`config.mk`:
```
export PLATFORM = sky130hd
export DESIGN_NAME = divider_ctrl
export DESIGN_NICKNAME = d
export VERILOG_FILES = /design/src/rtl/divider_pkg.sv /design/src/rtl/divider_core.sv /design/src/rtl/divider_ctrl.sv
export SDC_FILE = /design/constraint.sdc
export NUM_CORES = 1
export LEC_CHECK = 0
export CORE_ASPECT_RATIO = 0.5
export CORE_MARGIN = 2
export CORE_UTILIZATION = 55
export CTS_CLUSTER_SIZE = 40
export DETAILED_ROUTE_END_ITERATION = 8
export GPL_TIMING_DRIVEN = 0
export PLACE_DENSITY = 0.79
export SLEW_MARGIN = 20
export SYNTH_ARGS = -nofsm -noshare
export SYNTH_HDL_FRONTEND = slang
export SYNTH_SLANG_ARGS = --single-unit
```
`constraint.sdc`:
```
create_clock -name sys_clk -period 4.55 [get_ports sys_clk]
set_clock_uncertainty 0.15 [all_clocks]
set_input_delay 0.91 -clock sys_clk [delete_from_list [all_inputs] [get_ports sys_clk]]
set_output_delay 0.91 -clock sys_clk [all_outputs]
set_load 0.005 [all_outputs]
```
`src/rtl/divider_pkg.sv`:
```
// Shared constants and types for the run-time clock-enable divider.
// Imported by the divider core, its controller and the register block.
package divider_pkg;

  localparam int unsigned DIV_W_DFLT   = 8;
  localparam int unsigned DEF_DIV_DFLT = 5;

  // Requested ratio value that is accepted but never stored; answered with cfg_err.
  localparam int unsigned DIV_ZERO_ERR = 0;

  typedef logic [DIV_W_DFLT-1:0] ratio_t;

endpackage : divider_pkg

```
`src/rtl/divider_core.sv`:
```
// Period counter for the clock-enable divider: counts 0..div_cur-1 while run_en
// is high and raises a registered flag in the last count of every period.
module divider_core
  import divider_pkg::*;
#(
  parameter int unsigned DIV_W = DIV_W_DFLT
) (
  input  logic             clk,
  input  logic             rst_n,
  input  logic             run_en,
  input  logic [DIV_W-1:0] div_cur,
  input  logic [DIV_W-1:0] div_nxt,
  output logic             flag,
  output logic             busy,
  output logic             boundary
);

  localparam logic [DIV_W-1:0] ONE = DIV_W'(1);

  logic [DIV_W-1:0] cnt_q, cnt_d;
  logic             flag_q, flag_d;
  logic             busy_q, busy_d;

  assign boundary = busy_q && (cnt_q == div_cur - ONE);

  always_comb begin
    // NOTE: every signal written here gets a default first, so no path can infer a latch.
    cnt_d  = '0;
    flag_d = 1'b0;
    busy_d = 1'b0;
    if (run_en) begin
      busy_d = 1'b1;
      if (busy_q && !boundary) begin
        cnt_d = cnt_q + ONE;
      end
      // The flag for the next cycle must use the ratio that will be in force then.
      flag_d = (cnt_d == div_nxt - ONE);
    end
  end

  // NOTE: state registers take non-blocking assignments only; all decisions live in always_comb.
  always_ff @(posedge clk or negedge rst_n) begin
    if (!rst_n) begin
      cnt_q  <= '0;
      flag_q <= 1'b0;
      busy_q <= 1'b0;
    end else begin
      cnt_q  <= cnt_d;
      flag_q <= flag_d;
      busy_q <= busy_d;
    end
  end

  assign flag = flag_q;
  assign busy = busy_q;

endmodule : divider_core

```
`src/rtl/divider_ctrl.sv`:
```
// Run-time divider controller: accepts new ratios over valid/ready and applies
// them only at a period boundary (or at once when idle), never mid-period.
module divider_ctrl
  import divider_pkg::*;
#(
  parameter int unsigned DIV_W   = DIV_W_DFLT,
  parameter int unsigned DEF_DIV = DEF_DIV_DFLT
) (
  input  logic             sys_clk,
  input  logic             sys_rst_n,
  input  logic             run_en,
  input  logic             cfg_valid,
  input  logic [DIV_W-1:0] cfg_div,
  output logic             cfg_ready,
  output logic             cfg_err,
  output logic             clk_flag,
  output logic [DIV_W-1:0] cur_div,
  output logic             busy
);

  logic [DIV_W-1:0] cur_q, cur_d;
  logic [DIV_W-1:0] pend_q, pend_d;
  logic             pend_vld_q, pend_vld_d;
  logic             ready_q, ready_d;
  logic             err_q, err_d;
  logic             boundary;
  logic             xfer;
  logic             apply;

  divider_core #(
    .DIV_W (DIV_W)
  ) u_core (
    .clk      (sys_clk),
    .rst_n    (sys_rst_n),
    .run_en   (run_en),
    .div_cur  (cur_q),
    .div_nxt  (cur_d),
    .flag     (clk_flag),
    .busy     (busy),
    .boundary (boundary)
  );

  assign xfer  = cfg_valid && ready_q;
  // Pending ratio lands at the end of a boundary cycle, or on the next cycle when idle.
  assign apply = pend_vld_q && (!busy || boundary);

  always_comb begin
    cur_d      = cur_q;
    pend_d     = pend_q;
    pend_vld_d = pend_vld_q;
    ready_d    = ready_q;
    err_d      = 1'b0;
    if (apply) begin
      cur_d      = pend_q;
      pend_vld_d = 1'b0;
      ready_d    = 1'b1;
    end
    if (xfer) begin
      if (cfg_div == DIV_W'(DIV_ZERO_ERR)) begin
        err_d = 1'b1;
      end else begin
        pend_d     = cfg_div;
        pend_vld_d = 1'b1;
        ready_d    = 1'b0;
      end
    end
  end

  always_ff @(posedge sys_clk or negedge sys_rst_n) begin
    if (!sys_rst_n) begin
      cur_q      <= DIV_W'(DEF_DIV);
      // NOTE: pend_q is reset as well, though pend_vld_q qualifies it, so X can never reach cur_div.
      pend_q     <= '0;
      pend_vld_q <= 1'b0;
      ready_q    <= 1'b1;
      err_q      <= 1'b0;
    end else begin
      cur_q      <= cur_d;
      pend_q     <= pend_d;
      pend_vld_q <= pend_vld_d;
      ready_q    <= ready_d;
      err_q      <= err_d;
    end
  end

  assign cur_div   = cur_q;
  assign cfg_ready = ready_q;
  assign cfg_err   = err_q;

endmodule : divider_ctrl
```
==> impl_results.md, run 1 <==
* WP data arrival at 4350 ps
* Number of diodes at 0
* Longest Clk Path Bufs at 2
* PnR worst setup slack at 256 ps
* Post-synth EDFFs at 0
* WL final at 4550 um
* Area grow syn2layout at 20.7%
* Primary FF master, synth: dfrtp_1
* Max H-tree Level at 2
* First-pass GRT wire length at 7330 um
* RSZ-0062 raised after global routing: no
* Most instantiated library cell after synthesis: dfrtp_1
* Setup-failing EPs final at 0
* Core footprint at 3380 sq um
* Netlist Area Pre-Place at 1910 sq um
* Die span in x at just under 90 um
* Fin. Hold Viols at 0
* Die height at roughly 46 um
* Final Wtd Congestion at 0.852
* Die area at about 4000 sq um
* Clk sink count at 29
* Vias at 1621
* Synth cell types at 43
* Via density per instance at about 6
* IO Count at 24
* Max stage delay on crit path at roughly 530 ps
* Initial core utilization at 0.567
* Vias in the first global route at 1475
* Synth Instances at 191
* Antenna-violating nets left at 0
* Design area at 2310 sq um
* Fin crit share at 0.944
* Initial antenna violation count at 0
* CP Launch Type: flip-flop
* Max-cap violations at 0
* Crit Path Category: reg2reg
* DR WL/cell at around 17 um
* Worst path most repeated cell: buf_2
* 1st-pass router iterations at 4
* DP HPWL at around 3300 um
* Layout Cells excl Fill at 264
* Max Freq at 0.233 GHz
* Clock root cell: clkbuf_8
* Critical path endpoint category: flip-flop
* Top cells by count, synth: dfrtp_1 (26), mux2_2 (19), nand3_1 (12), nor2_1 (11), xnor2_1 (11)
* Worst path slowest cell: dfstp_2
* Slew Limit Fails at 0
* Buffers added on ports at 23
* Worst-margin pin slew at 850 ps
* Slew Limit Headroom at 0.433
* VDD IR max at about 0.35 mV
* CTS tree: yes
* Layout Nets at 236
* Leak pwr at 1.02 nW
* Pin count of the biggest net entering global routing at 30
* Sequential cell area fraction in the yosys report at 0.381
* Overall global routing resource usage at 0.254
* Post-synth top area share at 0.340
* Synth Area per Inst at 10.0 sq um
* Ys async rst share at 1.00
* Area contributors post-synth: dfrtp_1 (34%), mux2_2 (11%), xnor2_1 (5.0%)
* Post-place instance area at 2190 sq um
* Post-Place Worst Slack at 228 ps
* Worst-path maximum fanout at 10
* Drt drc at 0
* Yosys top cell by area: dfrtp_1
* CP required at 4600 ps
* Min Hold Slack at 337 ps
* Status: finished, final reports clean
* Synth warnings at 0
* Total placed cells including tap cells at roughly 260
* P per Cell Area at a little under 700 nW/um^2
* CTS buffer count at 5
* Minimum clock period at 4290 ps
* Critical path, cell by cell: buf_2 -> inv_1 -> ha_1 -> a21oi_1 -> a2111oi_4 -> o22ai_4 -> nand2b_1 -> buf_2 -> buf_2 -> clkbuf_4 -> mux2i_1 -> ha_1 -> xnor2_1 -> nor3_1 -> o21ai_0 -> o211ai_1 -> nand4_1 -> nor3_2
* Yosys reg bits at 29
* TNS Setup at 0 ps
* Fraction of layout cells with a size suffix above 1 at 0.216
* Total gr overflow at 0
* Syn nets at 206
* Clk slew on worst S/H paths at 60 ps
* Worst Hold Class: reg2reg
* Setup bufs post-CTS at 0
* DR iter-0 viols at 114
* # rows at 15
* Clock insertion delay at the later pin of the skew report at about 290 ps
-- kinds of logic after synthesis --
logic type / count (synthesis) / share of synthesized area
compound gates: 27 / 0.113
buf+inv: 21 / 0.0510
flops: 29 / 0.381
xor+xnor: 21 / 0.0961
mux: 26 / 0.151
fa+ha+maj: 3 / 0.0196
simple gates: 64 / 0.188
-- layout make-up --
cell class                      instances  area (sq um)
Clock inverter                          2          35.0
Buffer                                 11          62.6
Clock buffer                            6          72.6
Tap cell                               42          52.6
Sequential cell                        29           729
Inverter                               10          37.5
Fill cell                             265          1070
Multi-Input combinational cell        141          1090
Timing Repair Buffer                   23           225
-- worst max-delay path: cells and delay by family (launching register included) --
kind	cells	cell delay, ps
AOI/OAI and AO/OA	5	910
xor gates and xnor gates	1	150
adders and majority gates	2	620
muxes	1	270
and+or+nand+nor	4	620
buffers and inverters	5	940
DFF	1	530
-- worst paths after layout --
path / start / endpoint / slack, ps / cells after the start
min in group asynchronous: sys_rst_n / cur_div[4] / 490 / 1
hold reg to reg: cfg_ready / cfg_ready / 340 / 2
hold / removal: cfg_ready / cfg_ready / 340 / 2
setup reg to reg: cur_div[0] / u_core.flag / 260 / 18
setup / recovery: cur_div[0] / u_core.flag / 260 / 18
max in group asynchronous: sys_rst_n / u_core.flag / 3340 / 1
-- state kept, by name, indices dropped and copies added (netlist names) --
| name | flops |
|---|---|
| u_core.busy | 1 |
| u_core.cnt_q | 8 |
| cfg_err | 1 |
| cfg_ready | 1 |
| cur_div | 8 |
| pend_q | 8 |
| u_core.flag | 1 |
| pend_vld_q | 1 |
-- metrics by stage --
stage	power [mW]	utilization
floorplan	1.03	-
global route	1.66	0.684
finish	1.56	0.684
detailed placement	1.28	0.649
global placement	1.24	0.650
CTS	1.55	0.681
-- report_power, final --
group	switching, mW	total, mW	internal, mW
sequential	0.128	0.481	0.353
combinational	0.411	0.818	0.407
clock	0.102	0.265	0.162
-- layout by cell type, fill, tap and decap left out, types with 7 or more instances in the layout --
cell and n:
xnor2_1 11, clkdlybuf4s50_1 22, xor2_1 10, mux2_2 19
inv_1 10, and3_1 9, o21ai_0 7, nor2_1 11
dfrtp_1 26, nand3_1 12, nand2_1 8, nor3_1 8
-- timing repair --
action / in CTS / in global routing
hold buffers: 0 / 0
endpoints found under the hold margin: 0 / 0
endpoints found under the setup margin: 0 / 1
resized for setup: 0 / 2
-- layer usage --
metal,global-route usage,part of all wire
met2,0.391,0.46
met5,0,0
met4,0.0985,0.015
met3,0.0743,0.070
met1,0.342,0.45
Note: power is estimated with default switching activity, not from simulation.
==> run 2, diff against run 1 <==
--- a/config.mk
+++ b/config.mk
@@ -12,7 +12,7 @@
 export DETAILED_ROUTE_END_ITERATION = 8
 export GPL_TIMING_DRIVEN = 0
 export PLACE_DENSITY = 0.79
-export SLEW_MARGIN = 20
+export SLEW_MARGIN = 30
 export SYNTH_ARGS = -nofsm -noshare
 export SYNTH_HDL_FRONTEND = slang
 export SYNTH_SLANG_ARGS = --single-unit
==> results of run 2 <==
Same layout as run 1: the final DEF is identical, and so are final timing and power.
==> run 3, diff against run 2 <==
--- a/config.mk
+++ b/config.mk
@@ -5,12 +5,13 @@
 export SDC_FILE = /design/constraint.sdc
 export NUM_CORES = 1
 export LEC_CHECK = 0
+export ABC_CLOCK_PERIOD_IN_PS = 4550
 export CORE_ASPECT_RATIO = 0.5
 export CORE_MARGIN = 2
 export CORE_UTILIZATION = 55
 export CTS_CLUSTER_SIZE = 40
 export DETAILED_ROUTE_END_ITERATION = 8
-export GPL_TIMING_DRIVEN = 0
+export GPL_TIMING_DRIVEN = 1
 export PLACE_DENSITY = 0.79
 export SLEW_MARGIN = 30
 export SYNTH_ARGS = -nofsm -noshare
==> impl_results.md, run 3 (synthesis gave the netlist of run 1 again) <==
* Area grow syn2layout at 17.8%
* Hold Path Sink: cfg_ready
* First-pass GRT wire length at 6960 um
* Antenna-violating nets left at 0
* Reg-to-Reg End: u_core.flag
* Most common cell after layout, fill and taps aside: dfrtp_1
* Fin crit share at 0.805
* CP Launch Type: flip-flop
* RSZ-0062 raised after global routing: no
* Status: finished, final reports clean
* Worst Hold Class: reg2reg
* Leak pwr at 0.988 nW
* # rows at 15
* Most frequent cells in the layout: dfrtp_1 (26), clkdlybuf4s50_1 (23), mux2_2 (19)
* Worst-path maximum fanout at 10
* Buffers added on ports at 23
* WP data arrival at 3720 ps
* Post-CTS Hold Fix Bufs at 0
* Die span in x at 87.4 um
* Slew Limit Fails at 0
* Vias at 1558
* Critical path endpoint category: flip-flop
* Clk slew on worst S/H paths at roughly 70 ps
* 1st-pass router iterations at 4
* Combinational share of power at 0.484
* Minimum clock period at 3660 ps
* Clock insertion delay at the later pin of the skew report at 290 ps
* Hold depth at 2
* Die height at 45.7 um
* WL final at 4370 um
* Clock Power Share at 0.155
* Clock root cell: clkbuf_8
* Overall global routing resource usage at 0.240
* Crit Path Category: reg2reg
* Number of diodes at 0
* Min Hold Slack at around 350 ps
* Max Freq at 0.273 GHz
* Via density per instance at a little over 6
* CP required at 4610 ps
* # resized after CTS at 0
* CTS tree: yes
* IO Count at 24
* CTS buffer count at 5
* VDD IR max at between 0.3 and 0.4 mV
* Core footprint at between 3000 and 4000 sq um
* Die area at about 4000 sq um
* Pin count of the biggest net entering global routing at 30
* DR WL/cell at ~17 um
* Final Wtd Congestion at 0.858
* Internal power at 0.859 mW
* Switch share at 0.417
* Max-cap violations at 0
* TNS Setup at 0 ps
* Vias in the first global route at 1461
* Slew Limit Headroom at 0.479
* Max H-tree Level at 2
* P per Cell Area at 653 nW/um^2
* Fin. Hold Viols at 0
* Utilization of the core after routing at 0.668
* Seq pwr share at 0.361
* Initial antenna violation count at 0
* Psw at slightly above 0.6 mW
* Worst Reg-to-Reg Cells at 15
* Total gr overflow at 0
* Layout Nets at 228
* Fraction of layout cells with a size suffix above 1 at 0.201
* Initial core utilization at 0.567
* Critical R2R Launch: cur_div[3]
* DR iter-0 viols at 112
* Worst-margin pin slew at 781 ps
* Drt drc at 0
* DP HPWL at around 3100 um
* R2R setup slack at 890 ps
* Setup-failing EPs final at 0
* Clk sink count at 29
* Hold wc startpoint: cfg_ready
* Longest Clk Path Bufs at 2
* Setup bufs post-CTS at 0
[run 3: cell types whose count changed in the layout (fill, tap and decap cells not counted)]
cell | before | now
bufinv_16 | 1 | 0
buf_6 | 1 | 0
buf_2 | 6 | 0
o22ai_2 | 0 | 1
clkinv_4 | 0 | 1
clkbuf_4 | 1 | 0
clkdlybuf4s50_1 | 22 | 23
clkbuf_8 | 5 | 6
clkbuf_1 | 4 | 0
buf_4 | 1 | 3
o22ai_4 | 1 | 0
[run 3: worst max-delay path by stage]
stage	start	endpoint	slack [ps]	cells past startpoint
2_1_floorplan	cur_div[0]	u_core.flag	790	19
3_3_place_gp	cur_div[0]	u_core.flag	1070	15
3_5_place_dp	cur_div[0]	u_core.flag	950	14
4_1_cts	cur_div[3]	u_core.flag	900	15
5_1_grt	cur_div[3]	u_core.flag	630	14
6_report	cur_div[3]	u_core.flag	890	15
[run 3: stage by stage]
step	std cells	total power [mW]	worst slack, ps	cell area [sq um]
after floorplan	191	1.03	788	1910
final	256	1.47	887	2260
after global placement	248	1.22	1070	2160
after CTS	256	1.47	898	2260
after detailed placement	248	1.24	949	2160
after global routing	256	1.57	634	2260
[run 3: power groups by stage]
stage | clock, mW | sequential, mW | combinational, mW
after floorplan | 0 | 0.443 | 0.586
after global placement | 0 | 0.525 | 0.696
after detailed placement | 0 | 0.530 | 0.709
after CTS | 0.232 | 0.525 | 0.714
after global routing | 0.247 | 0.547 | 0.773
final | 0.228 | 0.532 | 0.714
[run 3: metal layers]
| metal | part of all wire | track usage | vias up |
|---|---|---|---|
| met5 | 0 | 0 | - |
| met4 | 0.013 | 0.117 | 0 |
| met3 | 0.081 | 0.0634 | 4 |
| met2 | 0.43 | 0.345 | 61 |
| met1 | 0.48 | 0.338 | 757 |
| li1 | - | - | 736 |
[run 3: cell type report]
class,instances,area (sq um)
multi-input cells,141,1090
clock inverters,2,13.8
fillers,279,1120
well taps,42,52.6
flip-flops and latches,29,729
clock buffers,6,82.6
repair buffers,26,253
inverters,10,37.5
[run 3: worst max-delay path, cell delays in order, from the launching register on]
cell      delay (ps)
dfrtp_1          510
nor4_4           490
o21ai_0          190
nand3b_1         130
a31oi_1           90
o22ai_2          380
nand2b_1         270
nand2_1           80
o21a_1           130
ha_1             370
xnor2_1          150
nor3_1           120
o21ai_0          120
o211ai_1         110
nand4_1          120
nor3_2           180
